## config.mk

```make
export PLATFORM = sky130hd
export DESIGN_NAME = rr_bus_arbiter
export DESIGN_NICKNAME = d
export VERILOG_FILES = /design/src/rtl/arb_defs.sv /design/src/rtl/rr_pick.sv /design/src/rtl/rr_bus_arbiter.sv
export SDC_FILE = /design/constraint.sdc
export NUM_CORES = 1
export LEC_CHECK = 0
export BUFFER_PORTS_ARGS = -buffer_cell sky130_fd_sc_hd__buf_4
export CAP_MARGIN = 40
export CORE_ASPECT_RATIO = 0.8
export CORE_MARGIN = 2
export CORE_UTILIZATION = 47
export CTS_CLUSTER_SIZE = 30
export DETAILED_ROUTE_END_ITERATION = 7
export GPL_TIMING_DRIVEN = 0
export PLACE_DENSITY = 0.72
export SLEW_MARGIN = 20
export SYNTH_ARGS = -nofsm -noshare
export SYNTH_HDL_FRONTEND = slang
export SYNTH_SLANG_ARGS = --single-unit
```

## constraint.sdc

```tcl
create_clock -name clk -period 2 [get_ports clk]
set_clock_uncertainty 0.2 [all_clocks]
set_input_delay 0.4 -clock clk [delete_from_list [all_inputs] [get_ports clk]]
set_output_delay 0.4 -clock clk [all_outputs]
set_load 0.01 [all_outputs]
```

## src/rtl/arb_defs.sv

```systemverilog
// Shared definitions for the round-robin bus arbiter: FSM encoding and default sizing.
package arb_defs;

    typedef enum logic [1:0] {
        StIdle  = 2'b00,
        StGrant = 2'b01,
        StGap   = 2'b10
    } arb_state_e;

    localparam int unsigned DefN       = 4;
    localparam int unsigned DefSw      = 2;
    localparam int unsigned DefCw      = 4;
    localparam int unsigned DefMaxHold = 12;

endpackage

```

## src/rtl/rr_pick.sv

```systemverilog
// Rotate-priority encoder: first set request at or after ptr, wrapping modulo N.
module rr_pick
    import arb_defs::*;
#(
    parameter int unsigned N  = DefN,
    parameter int unsigned SW = DefSw
) (
    input  logic [N-1:0]  req,
    input  logic [SW-1:0] ptr,
    output logic          valid,
    output logic [SW-1:0] index
);

    always_comb begin
        int unsigned idx;
        valid = 1'b0;
        index = '0;
        idx   = 0;
        for (int unsigned i = 0; i < N; i++) begin
            idx = int'(ptr) + i;
            if (idx >= N) begin
                idx = idx - N;
            end
            if (!valid && req[idx]) begin
                valid = 1'b1;
                index = SW'(idx);
            end
        end
    end

endmodule

```

## src/rtl/rr_bus_arbiter.sv

```systemverilog
// Round-robin arbiter for a shared mux/bus: registered one-hot grant and select,
// release on DONE, withdrawal or hold timeout, then a one-cycle turnaround gap.
module rr_bus_arbiter
    import arb_defs::*;
#(
    parameter int unsigned N        = DefN,
    parameter int unsigned SW       = DefSw,
    parameter int unsigned CW       = DefCw,
    parameter int unsigned MAX_HOLD = DefMaxHold
) (
    input  logic          clk,
    input  logic          clrb,
    input  logic [N-1:0]  req,
    input  logic          done,
    output logic [N-1:0]  gnt,
    output logic [SW-1:0] sel,
    output logic          busy,
    output logic          timeout
);

    localparam logic [SW-1:0] LastIdx   = SW'(N - 1);
    localparam logic [CW-1:0] HoldLast  = CW'(MAX_HOLD - 1);
    localparam logic [CW-1:0] CntMax    = {CW{1'b1}};
    localparam bit            TimeoutEn = (MAX_HOLD != 0);

    arb_state_e    state_q, state_d;
    logic [SW-1:0] ptr_q, ptr_d;
    logic [CW-1:0] cnt_q, cnt_d;
    logic [N-1:0]  gnt_q, gnt_d;
    logic [SW-1:0] sel_q, sel_d;
    logic          busy_q, busy_d;
    logic          timeout_q, timeout_d;

    logic          pick_valid;
    logic [SW-1:0] pick_index;
    logic          hold_expired;
    logic          owner_req;

    rr_pick #(
        .N  (N),
        .SW (SW)
    ) u_pick (
        .req   (req),
        .ptr   (ptr_q),
        .valid (pick_valid),
        .index (pick_index)
    );

    assign owner_req    = req[sel_q];
    assign hold_expired = TimeoutEn && (cnt_q == HoldLast);

    always_comb begin
        state_d   = state_q;
        ptr_d     = ptr_q;
        cnt_d     = cnt_q;
        gnt_d     = gnt_q;
        sel_d     = sel_q;
        busy_d    = busy_q;
        timeout_d = 1'b0;
        unique case (state_q)
            StIdle: begin
                if (pick_valid) begin
                    gnt_d             = '0;
                    gnt_d[pick_index] = 1'b1;
                    sel_d             = pick_index;
                    busy_d            = 1'b1;
                    cnt_d             = '0;
                    state_d           = StGrant;
                end
            end
            StGrant: begin
                if (cnt_q != CntMax) begin
                    cnt_d = cnt_q + 1'b1;
                end
                if (done || !owner_req || hold_expired) begin
                    gnt_d     = '0;
                    busy_d    = 1'b0;
                    ptr_d     = (sel_q == LastIdx) ? '0 : sel_q + 1'b1;
                    // DONE and withdrawal take precedence over a coincident timeout
                    timeout_d = !done && owner_req && hold_expired;
                    state_d   = StGap;
                end
            end
            StGap: begin
                state_d = StIdle;
            end
            default: begin
                state_d = StIdle;
            end
        endcase
    end

    always_ff @(posedge clk or negedge clrb) begin
        if (!clrb) begin
            state_q   <= StIdle;
            ptr_q     <= '0;
            cnt_q     <= '0;
            gnt_q     <= '0;
            sel_q     <= '0;
            busy_q    <= 1'b0;
            timeout_q <= 1'b0;
        end else begin
            state_q   <= state_d;
            ptr_q     <= ptr_d;
            cnt_q     <= cnt_d;
            gnt_q     <= gnt_d;
            sel_q     <= sel_d;
            busy_q    <= busy_d;
            timeout_q <= timeout_d;
        end
    end

    assign gnt     = gnt_q;
    assign sel     = sel_q;
    assign busy    = busy_q;
    assign timeout = timeout_q;

endmodule
```

==> results of run 1 <==
[report_power, final]
group / switching (mW) / leakage, nW / total [mW] / internal [mW]
registers: 0.107 / 0.204 / 0.558 / 0.451
logic: 0.359 / 0.262 / 0.735 / 0.376
clock network: 0.0936 / 0.0138 / 0.164 / 0.0700
[flip-flops by register name (all words and copies together) (netlist names)]
register / flops
busy: 1
cnt_q: 4
gnt: 4
ptr_q: 2
sel: 2
state_q: 2
timeout: 1
[layout by cell type, fill, tap and decap left out, drive strengths merged]
cell type	Yosys	layout
a21oi	5	5
a22o	3	3
a311oi	1	1
and3	1	1
and4	1	1
buf	1	16
clkbuf	1	4
dfrtp	16	16
dlygate4sd3	0	1
ha	2	2
inv	3	3
mux2	3	3
mux4	1	1
nand2	13	13
nand2b	1	1
nand3b	1	1
nand4	1	1
nor2	5	5
nor2b	2	2
nor3	3	3
nor3b	1	1
o211a	1	1
o21a	1	1
o21ai	5	5
o221a	1	1
o32ai	4	4
or2	1	1
or3	1	1
or4	1	1
[layout make-up]
| type | instances | share of cell area |
|---|---|---|
| multi-input combinational | 59 | 0.410 |
| tap | 22 | 0.0273 |
| buffer | 2 | 0.0112 |
| timing repair buffer | 16 | 0.121 |
| inverter | 3 | 0.0112 |
| sequential | 16 | 0.397 |
| clock buffer | 3 | 0.0223 |
[cell families (layout without fill, tap and decap cells)]
logic type,after synthesis,count (layout)
simple gates,32,32
compound gates,21,21
flops,16,16
buf+inv,5,24
mux,4,4
fa+ha+maj,2,2
[metal layers]
layer  wire length, um  track usage  up-vias  part of all wire
li1                  -            -      333                 -
met1               789        0.215      312              0.49
met2               710        0.260       17              0.44
met3               102       0.0755        3             0.063
met4                13       0.0324        0            0.0080
met5                 0            0        -                 0
[Yosys cell counts (all sizes together)]
cell type | count | area [um^2]
mux4 | 1 | 22.5
a311oi | 1 | 8.76
nor3b | 1 | 7.51
nor2 | 5 | 18.8
a22o | 3 | 26.3
or2 | 1 | 6.26
or4 | 1 | 7.51
nor3 | 3 | 15.0
o211a | 1 | 10.0
dfrtp | 16 | 400
o21a | 1 | 7.51
o32ai | 4 | 35.0
o21ai | 5 | 25.0
nand4 | 1 | 6.26
clkbuf | 1 | 3.75
buf | 1 | 7.51
or3 | 1 | 6.26
mux2 | 3 | 41.3
nand2 | 13 | 48.8
o221a | 1 | 11.3
inv | 3 | 11.3
nand3b | 1 | 7.51
a21oi | 5 | 36.3
and3 | 1 | 6.26
nand2b | 1 | 6.26
ha | 2 | 25.0
and4 | 1 | 8.76
nor2b | 2 | 20.0
[worst max-delay path, cell delays in order (launching register included)]
cell	delay [ps]
sky130_fd_sc_hd__dfrtp_1	440
sky130_fd_sc_hd__mux4_2	530
sky130_fd_sc_hd__nor2b_4	160
sky130_fd_sc_hd__a21oi_4	170
sky130_fd_sc_hd__mux2_4	310
[metrics by stage]
stage,cells,setup TNS (ps)
2_1_floorplan,80,0
3_3_place_gp,116,-127
3_5_place_dp,116,-161
4_1_cts,121,0
5_1_grt,121,0
6_report,121,0
[worst max-delay path by stage]
stage	start	to	slack, ps	cells past startpoint
6_report	sel[0]	ptr_q[1]	80	4
5_1_grt	sel[0]	ptr_q[0]	50	4
4_1_cts	sel[0]	ptr_q[1]	70	4
3_5_place_dp	req[3]	ptr_q[1]	-80	5
3_3_place_gp	req[3]	ptr_q[0]	-60	5
2_1_floorplan	sel[0]	ptr_q[0]	40	4
[repair_timing]
| item | CTS | global route |
|---|---|---|
| hold buffers | 1 | 0 |
| hold endpoints to repair | 16 | 0 |
| setup endpoints to repair | 2 | 0 |
| setup buffers | 1 | 0 |
==> impl.org, run 1 <==
** Run status
- Result of the run :: completed

** GRT
- Largest net degree at the start of global routing :: 17
- The total overflow left after global routing is 0.
- Number of antenna violations at the first check in global routing :: 0
- Across every metal layer, demand over resource in global routing totals 0.167.
- The number of global-route vias before repair came to 612.
- The first global-routing pass estimated 2660 um of wire.

** Clock tree
- TritonCTS Buffers :: 3
- Clock tree from TritonCTS :: yes
- No sink is reached through more buffers than the 2 on the longest clock path.
- The tree is rooted in a sky130_fd_sc_hd__clkbuf_4.
- In this run the number of H-tree levels came out at 1.
- Clock transition time at the flip-flop clock pins of the worst setup and hold paths :: 90 ps
- Once the clock tree was built, the resizer swapped 0 gates to a different size.
- Counting every sink on the clock net gives 16.
- Clock network latency to the later pin of the worst-skew pair :: 290 ps

** Setup path
- Measured in cells, the most critical reg-to-reg path has a length of 4.
- The endpoint identified for the worst register-to-register timing path is ptr_q[1].
- In this run the critical register-to-register path is launched from sel[0].
- In this run the worst path has a maximum fanout of 5.
- Capturing element type of the critical path :: register
- For the worst setup path, the data required time is 1980 ps.
- STA puts the critical path data arrival time at 1900 ps.
- CP Class :: reg2reg
- Worst setup SP type :: register
- Reg-to-reg setup timing slack :: 80 ps

** Timing
- Portion of the clock cycle consumed by the worst path in the final layout :: 0.959
- Static timing analysis puts the maximum clock frequency at 0.521 GHz.
- The worst path meets setup with 81.9 ps of slack.
- Hold timing on the final database bottoms out at a slack of 201 ps.
- Final setup violating endpoints :: 0
- The routed design could run at a clock period as short as 1920 ps.
- Setup repair after global routing left no endpoint under its margin.
- Number of hold-slack violations in the final timing report :: 0
- Max Transition Viols Final :: 0
- Headroom to the max-slew limit :: 0.784
- Worst slew pin tran :: 323 ps

** Synthesis
- Dividing the synthesized area by the synthesized cell count gives 10.5 um^2.
- Combinational family with the most area after synthesis :: simple AND/OR/NAND/NOR gates
- Register bit total from synthesis :: 16
- After synthesis, the netlist uses 31 different library cells.
- Counting every instance in the synthesized netlist gives 80.
- Of the total synthesized cell area, the portion taken by XOR and XNOR cells is 0.
- The number of nets in the synthesized netlist is 89.
- Area of the mapped netlist :: 837 um^2
- Measured against the total synthesized area, the mux share comes to 0.0762.
- Sequential fraction of the synthesis area :: 0.478
- The share of the synthesized area in compound gates (AO/OA/AOI/OAI) came to 0.191.
- Simple-gate share of the synthesized area :: 0.197
- Of the total synthesized cell area, the portion taken by full adders, half adders and majority gates is 0.0299.
- For this run, the number of Yosys warnings is 0.

** Detailed routing
- Via Count :: 665
- Detailed Routing Iterations Pass 1 :: 4
- In the routed design, unresolved DRC markers number 0.
- Routed vias/inst :: 5.50
- After detailed routing, the average wire length per cell comes to 13.4 um.
- Summed over all layers, the routed wires come to 1620 um.
- Number of routed nets with antenna violations :: 0
- Initial DRC Count :: 21

** Layout
- Number of antenna repair diodes :: 0
- After filler insertion, the fill cell instance count of the layout stands at 149.
- Area Overhead vs Synth :: 20.6%
- In the final layout, the share of cells above drive strength 1 is 0.273.
- FF+latch area :: 400 um^2
- Once layout is done, the placed cells without fillers occupy 1010 um^2.
- Net total in the final layout :: 110
- Footprint of the multi-input gates :: 414 um^2
- For this run, the share of the core covered by cells in the final layout is 0.615.

** Die
- From bottom edge to top edge, the die measures 41.7 um.
- Count of boundary I/O pins :: 15
- In this run the horizontal extent of the chip is 51.2 um.
- Die ar. :: 2140 um^2
- After floorplanning, the core was sized to cover 1640 um^2.
- The floorplan has 13 rows.
- Initial Util :: 0.510

** Worst hold path
- Along the worst hold path, the cell count comes to 4.
- The path with the worst hold slack has its endpoint at state_q[0].
- Worst hold path class :: in2reg
- The worst hold path begins at done.

** Placed design
- Placement-stage worst setup slack :: -82.3 ps
- Final weighted congestion of routability-driven global placement :: 0.839
- The placed instances occupy a cell area of 970 um^2.
- DPL Wire Length :: 1190 um
- Number of input and output port buffers inserted :: 14

** Power and ir drop
- Design Power :: 1.46 mW
- VDD IR-drop max :: 696 uV
- Power spread over the standard cell area amounts to 1440 nW/um^2.
- The analysis attributes to cell leakage a power of 0.480 nW.

** Job
- The tool flagged a number of max-cap violations equal to 0.
(Power assumes the default switching activity.)
==> run 2, diff against run 1 <==
ABC_AREA = 1   (was unset)
CORE_MARGIN = 10   (was 2)
CORE_UTILIZATION = 50   (was 47)
PLACE_DENSITY = 0.74   (was 0.72)
==> run 2 against run 1 <==
Combinational power increased by 65%; power is 37% higher; global-route usage decreased by 5.7 points; fmax rose by 7.6%; synthesized area is 27% higher; setup slack improved by 140 ps; final cell count increased by 66%; die area increased by 110%; sequential power about the same; critical path type unchanged; clock-buffer cell count grew 1.
==> impl.org, run 2 <==
** Setup path
- The worst setup path category was reg2reg (unchanged).
- Buffering stage count on the worst path with inverters included :: 2 (was 0)
- The destination of the worst register-to-register timing path was gnt[0] (was ptr_q[1]).
- The logic depth of the worst path, buffers included came to 10 (was 4).
- In this design, the critical path's most frequently occurring cell is sky130_fd_sc_hd__nand2_2.
- Capturing element type of the critical path :: register (unchanged)
- The critical-path maximum fanout came to 7 (was 5).
- Worst R2R Start :: ptr_q[1] (was sel[0])
- The kind of start point of the critical path is a register (unchanged).
- CP top delay family :: simple AND/OR/NAND/NOR gates (was multiplexers)
- Series of cell instances along the critical path :: inv_2 -> nand2_2 -> nand2_2 -> nand2_2 -> inv_1 -> a21boi_1 -> nand2_1 -> nor2_1 -> nand3_1 -> nand2_1 (was mux4_2 -> nor2b_4 -> a21oi_4 -> mux2_4)
- Signal arrival time at the worst endpoint :: 1820 ps (was 1900 ps)
- The slowest cell on the critical path is sky130_fd_sc_hd__dfrtp_1 (was sky130_fd_sc_hd__mux4_2).
- The depth of the most critical reg-to-reg path is 10 (was 4).
- The data required time at the worst endpoint was 2030 ps (was 1980 ps).
- Reg-to-reg setup timing slack :: 220 ps (was 80 ps)
- The delay contributed by the slowest stage of the critical path is 490 ps (was 530 ps).

** Detailed routing
- The post-route antenna net violation count came to 0 (unchanged).
- Via Count :: 1039 (was 665)
- Total DRC errors in the routed layout :: 0 (unchanged)
- Initial DRC Count :: 105 (was 21)
- Detailed Routing Iterations Pass 1 :: 4 (unchanged)
- The detailed-route vias per instance was 5.17 (was 5.50).
- Drt wl/cell :: 11.8 um (was 13.4 um)
- Total length of routed wires :: 2370 um (was 1620 um)

** Clock tree
- The H-tree level count was 1 (unchanged).
- The buffer cell driving the clock tree root was sky130_fd_sc_hd__clkbuf_4 (unchanged).
- The clock transition at the registers of the reported paths came to 100 ps (was 90 ps).
- The hold buffer count at CTS is 1 (unchanged).
- Resized Gates After CTS :: 0 (unchanged)
- TritonCTS Buffers :: 3 (unchanged)
- Clock tree from TritonCTS :: yes (unchanged)
- Clock network latency to the later pin of the worst-skew pair :: 290 ps (about the same)
- The number of buffers on the longest clock path was 2 (unchanged).
- The post-CTS setup buffer count is 0 (was 1).
- The clock sink count is 16 (unchanged).

** Placed design
- DPL Wire Length :: 1850 um (was 1190 um)
- The routability-driven placement congestion ratio is 0.983 (was 0.839).
- The count of buffers inserted at the top-level ports came to 14 (unchanged).

** Worst hold path
- The worst hold path endpoint is timeout (was state_q[0]).
- Hold Path Cell Cnt :: 2 (was 4)
- The startpoint of the tightest hold check path is done (unchanged).
- Worst hold path class :: in2reg (unchanged)

** GRT
- The overflow left after global routing came to 0 (unchanged).
- The number of global-route vias before repair was 955 (was 612).
- Number of antenna violations at the first check in global routing :: 0 (unchanged)
- Largest net degree at the start of global routing :: 17 (unchanged)
- Total routing resource utilization after global routing :: 0.110 (was 0.167)
- Global-route wire length before repair :: 4040 um (was 2660 um)

** Synthesis
- Largest cells by area after synthesis: sky130_fd_sc_hd__dfrtp_1 (38%), sky130_fd_sc_hd__nand2_1 (23%), sky130_fd_sc_hd__nand3_1 (7.1%), sky130_fd_sc_hd__nand2_2 (5.3%), sky130_fd_sc_hd__inv_1 (4.6%) (was sky130_fd_sc_hd__dfrtp_1 (48%), sky130_fd_sc_hd__nand2_1 (5.8%), sky130_fd_sc_hd__o32ai_1 (4.2%), sky130_fd_sc_hd__mux2_4 (3.6%), sky130_fd_sc_hd__a22o_1 (3.1%)).
- The count of cell types in the netlist is 21 (was 31).
- The total of warnings raised by yosys was 0 (unchanged).
- Number of flops mapped to enable cells by yosys :: 0 (unchanged)
- The cell type with the highest aggregate area in the netlist was sky130_fd_sc_hd__dfrtp_1 (unchanged).
- The synthesized flop and latch total came to 16 (unchanged).
- Leading cell type by number of instances after synthesis :: sky130_fd_sc_hd__nand2_1 (was sky130_fd_sc_hd__dfrtp_1)
- The sequential share of the synthesized area is 0.376 (was 0.478).
- Post-Synthesis Net Count :: 167 (was 89)
- The synthesized instance count is 158 (was 80).
- Most instantiated flip-flop cell in the synthesis netlist :: sky130_fd_sc_hd__dfrtp_1 (unchanged)
- Asr flop ratio synth :: 1.00 (unchanged)
- The synthesized area was 1060 um^2 (was 837 um^2).
- Post-synth top area share :: 0.376 (was 0.478)
- Top cell types by occurrence after synthesis: sky130_fd_sc_hd__nand2_1 (65), sky130_fd_sc_hd__dfrtp_1 (16), sky130_fd_sc_hd__nand3_1 (15), sky130_fd_sc_hd__inv_1 (13), sky130_fd_sc_hd__nor2_1 (13) (was sky130_fd_sc_hd__dfrtp_1 (16), sky130_fd_sc_hd__nand2_1 (13), sky130_fd_sc_hd__nor2_1 (5), sky130_fd_sc_hd__o21ai_0 (5)).
- Post-Syn Area per Cell :: 6.74 um^2 (was 10.5 um^2)

** Die
- The die span in x is 71.6 um (was 51.2 um).
- The site row count came to 14 (was 13).
- Initial Util :: 0.548 (was 0.510)
- Die ar. :: 4390 um^2 (was 2140 um^2)
- The number of top-level design ports was 15 (unchanged).
- Area of the core region :: 1940 um^2 (was 1640 um^2)
- Chip Height :: 61.3 um (was 41.7 um)

** Timing
- Worst slew pin tran :: 286 ps (was 323 ps)
- The achievable frequency came to 0.561 GHz (was 0.521 GHz).
- Number of hold-slack violations in the final timing report :: 0 (unchanged)
- Fin crit period :: 1780 ps (was 1920 ps)
- Unrepaired setup endpoints after global routing: false (unchanged).
- Portion of the clock cycle consumed by the worst path in the final layout :: 0.891 (was 0.959)
- Headroom to the max-slew limit :: 0.809 (was 0.784)
- Max Transition Viols Final :: 0 (unchanged)
- Setup TNS after final layout :: 0 ps (unchanged)
- The final-report setup violation count was 0 (unchanged).

** Power and ir drop
- VDD IR-drop max :: 915 uV (was 696 uV)
- The power per cell area came to 1600 nW/um^2 (was 1440 nW/um^2).
- Static power due to leakage :: 0.708 nW (was 0.480 nW)

** Layout
- Most frequent cells in the layout :: sky130_fd_sc_hd__nand2_1 (65), sky130_fd_sc_hd__dfrtp_1 (16), sky130_fd_sc_hd__buf_4 (15), sky130_fd_sc_hd__nand3_1 (15) (was sky130_fd_sc_hd__buf_4 (16), sky130_fd_sc_hd__dfrtp_1 (16), sky130_fd_sc_hd__nand2_1 (13))
- Fraction of final layout cells with drive strength greater than 1 :: 0.220 (was 0.273)
- The core occupancy in the finished layout is 0.641 (was 0.615).
- Leaving out fill and tap cells, the most frequent cell in the layout is sky130_fd_sc_hd__nand2_1.
- Area Overhead vs Synth :: 17.0% (was 20.6%)
- Net total in the final layout :: 187 (was 110)
- Number of antenna repair diodes :: 0 (unchanged)

** Job
- The max-capacitance violation count was 0 (unchanged).

** Run status
- Result of the run: completed (unchanged).
-- run 2: area by class of cell --
class / count / area (um^2)
Multi-Input combinational cell: 125 / 589
Sequential cell: 16 / 400
Buffer: 2 / 18.8
Inverter: 15 / 56.3
Tap cell: 24 / 30.0
Fill cell: 190 / 698
Timing Repair Buffer: 15 / 115
Clock buffer: 4 / 36.3
-- run 2: worst max-delay path by stage --
| stage | startpoint | endpoint | slack (ps) |
|---|---|---|---|
| final | ptr_q[1] | gnt[0] | 220 |
| after global routing | ptr_q[1] | gnt[0] | 40 |
| after CTS | ptr_q[1] | gnt[0] | 230 |
| after detailed placement | req[3] | gnt[0] | 260 |
| after global placement | req[1] | gnt[3] | 290 |
| after floorplan | ptr_q[0] | gnt[0] | 450 |
-- run 2: per-layer routing --
metal,vias up,part of all wire,GRT usage
li1,533,-,-
met1,474,0.46,0.143
met2,32,0.45,0.176
met3,0,0.088,0.0418
met4,0,0,0.0110
met5,-,0,0
-- run 2: stage by stage --
step	setup slack [ps]	total power [mW]	hold WS (ps)	cells	area [um^2]
global placement	290	1.74	69.3	196	1200
floorplan	445	1.46	-95.6	158	1060
finish	217	1.99	58.6	201	1250
global route	36.0	2.20	63.7	201	1250
detailed placement	260	1.77	72.3	196	1200
CTS	228	2.00	57.7	201	1250
-- run 2: cell families after synthesis --
logic type / share of synthesized area
adders and majority gates: 0.0235
DFF: 0.376
AOI/OAI and AO/OA: 0.0470
xor gates and xnor gates: 0.00823
buffers and inverters: 0.0705
and+or+nand+nor: 0.475
-- run 2: report_power, final --
group          switching, mW  total (mW)  internal [mW]
sequential             0.116       0.557          0.441
clock                  0.112       0.223          0.111
combinational          0.768        1.21          0.444
==> run 3, diff against run 2 <==
GPL_TIMING_DRIVEN = unset   (was 0)
==> run 3 against run 2 <==
Clock-buffer cell count unchanged; die area did not move; clock power down 5%; first-iteration DRC count shrank 36%; sequential share of layout area up 0.30 points; global-route usage increased by 0.79 points; fmax fell by 3.8%; via count up 1.4%; register-to-register slack got worse by 70 ps; setup slack worse by 70 ps; core utilization fell by 0.39 points; critical endpoint unchanged; largest cell class unchanged.
==> impl.org, run 3 (synthesis gave the netlist of run 2 again) <==
** Timing
- Unrepaired setup endpoints after global routing :: false (unchanged)
- The achievable frequency was 0.540 GHz (was 0.561 GHz).
- Number of hold-slack violations in the final timing report :: 0 (unchanged)
- Portion of the clock cycle consumed by the worst path in the final layout :: 0.926 (was 0.891)
- Headroom to the max-slew limit :: 0.813 (was 0.809)
- Final setup violating endpoints :: 0 (unchanged)
- Setup TNS after final layout :: 0 ps (unchanged)
- The final-report max-slew violation count came to 0 (unchanged).
- The minimum clock period after layout is 1850 ps (was 1780 ps).
- Worst slew pin tran :: 279 ps (was 286 ps)

** Setup path
- CP Class :: reg2reg (unchanged)
- Worst setup SP type :: register (unchanged)
- The reg-to-reg critical path startpoint is ptr_q[0] (was ptr_q[1]).
- Capturing element type of the critical path :: register (unchanged)
- The reg2reg setup slack is 150 ps (was 220 ps).
- The critical path endpoint is gnt[0] (unchanged).
- Worst-path maximum fanout :: 12 (was 7)
- Worst Reg-to-Reg Cells :: 11 (was 10)
- Worst setup path start :: ptr_q[0] (was ptr_q[1])
- Worst EP required :: 1980 ps (was 2030 ps)
- Capturing point of the worst reg2reg path :: gnt[0] (unchanged)
- Signal arrival time at the worst endpoint :: 1830 ps (was 1820 ps)

** GRT
- The overflow left after global routing came to 0 (unchanged).
- The number of global-route vias before repair is 985 (was 955).
- The global-route total usage across every layer was 0.118 (was 0.110).
- The global-route wire length before repair came to 4260 um (was 4040 um).
- The number of antenna violations at the first check in global routing came to 0 (unchanged).
- The largest net degree at the start of global routing came to 17 (unchanged).

** Clock tree
- The number of buffers inserted during clock tree synthesis came to 3 (unchanged).
- The H-tree level count is 1 (unchanged).
- The buffer cell driving the clock tree root is sky130_fd_sc_hd__clkbuf_4 (unchanged).
- Clock network latency to the later pin of the worst-skew pair :: 280 ps (was 290 ps)
- The number of buffers on the longest clock path is 2 (unchanged).
- CTS sink cnt :: 16 (unchanged)
- Buffer count from post-CTS setup fixing :: 0 (unchanged)
- The clock tree from TritonCTS is yes (unchanged).
- Clock transition time at the flip-flop clock pins of the worst setup and hold paths :: 90 ps (was 100 ps)

** Detailed routing
- The number of design rule violations left after detail routing is 0 (unchanged).
- Number of routed nets with antenna violations :: 0 (unchanged)
- Detailed Routing Iterations Pass 1 :: 4 (unchanged)
- Total length of routed wires :: 2420 um (was 2370 um)
- Routed vias/inst :: 5.27 (was 5.17)
- Initial DRC Count :: 67 (was 105)
- Via Count :: 1054 (was 1039)
- The detailed-route wire length per cell is 12.1 um (was 11.8 um).

** Layout
- Leading cell type in the layout, fill and taps excluded :: sky130_fd_sc_hd__nand2_1 (unchanged)
- The total inserted antenna cells came to 0 (unchanged).
- Most frequent cells in the layout: sky130_fd_sc_hd__nand2_1 (65), sky130_fd_sc_hd__nand3_1 (15), sky130_fd_sc_hd__dfrtp_1 (15), sky130_fd_sc_hd__buf_4 (15) (was sky130_fd_sc_hd__nand2_1 (65), sky130_fd_sc_hd__dfrtp_1 (16), sky130_fd_sc_hd__buf_4 (15), sky130_fd_sc_hd__nand3_1 (15)).
- The final design instance area without fill came to 1240 um^2 (was 1250 um^2).
- The post-layout net count came to 186 (was 187).
- The proportion of layout cells with a drive suffix above 1 came to 0.222 (was 0.220).
- Number of fill cells in the layout :: 180 (was 190)
- Area Overhead vs Synth :: 16.3% (was 17.0%)

** Power and ir drop
- The peak supply drop is 934 uV (was 915 uV).
- Pint :: 972 uW (was 996 uW)
- The switching power was 1.01 mW (was 995 uW).
- The power per cell area was 1600 nW/um^2 (about the same).
- The part of the total power dissipated in the clock network is 0.107 (was 0.112).
- Static power due to leakage :: 0.701 nW (was 0.708 nW)
- The logic gate share of total power was 0.601 (was 0.609).
- The part of the total power dissipated in sequential elements came to 0.292 (was 0.280).
- Switching Share :: 0.509 (was 0.500)

** Placed design
- DPL Wire Length :: 1950 um (was 1850 um)
- Number of input and output port buffers inserted :: 14 (unchanged)
- The placement-stage cell area is 1190 um^2 (was 1200 um^2).
- The routability-driven placement congestion ratio was 0.941 (was 0.983).

** Worst hold path
- Worst hold path class :: in2reg (unchanged)
- Hold Path Cell Cnt :: 2 (unchanged)

** Die
- Count of standard-cell rows :: 14 (unchanged)
- Count of boundary I/O pins :: 15 (unchanged)
- The die span in x is 71.6 um (unchanged).
- The initial core utilization was 0.548 (unchanged).
- The area of the die is 4390 um^2 (unchanged).
- Area of the core region :: 1940 um^2 (unchanged)
- The vertical extent of the die was 61.3 um (unchanged).

** Run status
- Result of the run: completed (unchanged).

** Job
- The max-capacitance violation count is 0 (unchanged).
==> run 3: worst max-delay path, cell delays in order (launching register included) <==
cell and delay, ps:
sky130_fd_sc_hd__dfrtp_2 480, sky130_fd_sc_hd__buf_4 180, sky130_fd_sc_hd__nand2_2 70, sky130_fd_sc_hd__nand2_2 70
sky130_fd_sc_hd__nand2_2 80, sky130_fd_sc_hd__nand2_2 60, sky130_fd_sc_hd__nor2_4 110, sky130_fd_sc_hd__nand3_2 80
sky130_fd_sc_hd__nand2_2 180, sky130_fd_sc_hd__inv_1 90, sky130_fd_sc_hd__nand3_1 90, sky130_fd_sc_hd__nand2_1 50
==> run 3: repair_timing <==
item | in CTS | in global routing
endpoints found under the setup margin | 0 | 6
hold buffers | 1 | 0
resized for setup | 0 | 2
hold endpoints to repair | 16 | 0
==> run 3: layout make-up <==
cell class,count,area [um^2],share of cell area
Sequential cell,16,402,0.324
Clock buffer,4,36.3,0.0293
Inverter,15,58.8,0.0475
Multi-Input combinational cell,125,589,0.476
Timing Repair Buffer,16,123,0.0990
Tap cell,24,30.0,0.0242
==> run 3: stage by stage <==
step	setup WS (ps)	std cells	hold slack [ps]	total power, mW	util
floorplan	445	158	-95.6	1.46	-
global placement	201	195	67.7	1.72	0.611
detailed placement	108	195	66.6	1.76	0.611
CTS	113	200	64.9	1.97	0.635
global route	26.8	200	54.9	2.19	0.637
finish	147	200	71.0	1.98	0.637
==> run 3: power groups by stage <==
stage               Clock [mW]  Combinational, mW  Sequential, mW
finish                   0.212               1.19           0.578
global route             0.232               1.36           0.598
CTS                      0.217               1.18           0.570
detailed placement           0               1.18           0.576
global placement             0               1.15           0.569
floorplan                    0              0.899           0.563
==> run 3: per-layer routing <==
| metal | track usage | up-vias | share of wire |
|---|---|---|---|
| met5 | 0 | - | 0 |
| met1 | 0.155 | 480 | 0.48 |
| met2 | 0.178 | 40 | 0.43 |
| met4 | 0.0248 | 0 | 0 |
| met3 | 0.0466 | 0 | 0.090 |
| li1 | - | 534 | - |
==> run 3: how the worst min path moves through the flow <==
| stage | endpoint | start | slack, ps |
|---|---|---|---|
| 3_5_place_dp | timeout | clrb | 70 |
| 2_1_floorplan | busy | clrb | -100 |
| 4_1_cts | timeout | done | 60 |
| 6_report | timeout | done | 70 |
| 3_3_place_gp | timeout | clrb | 70 |
| 5_1_grt | timeout | done | 50 |
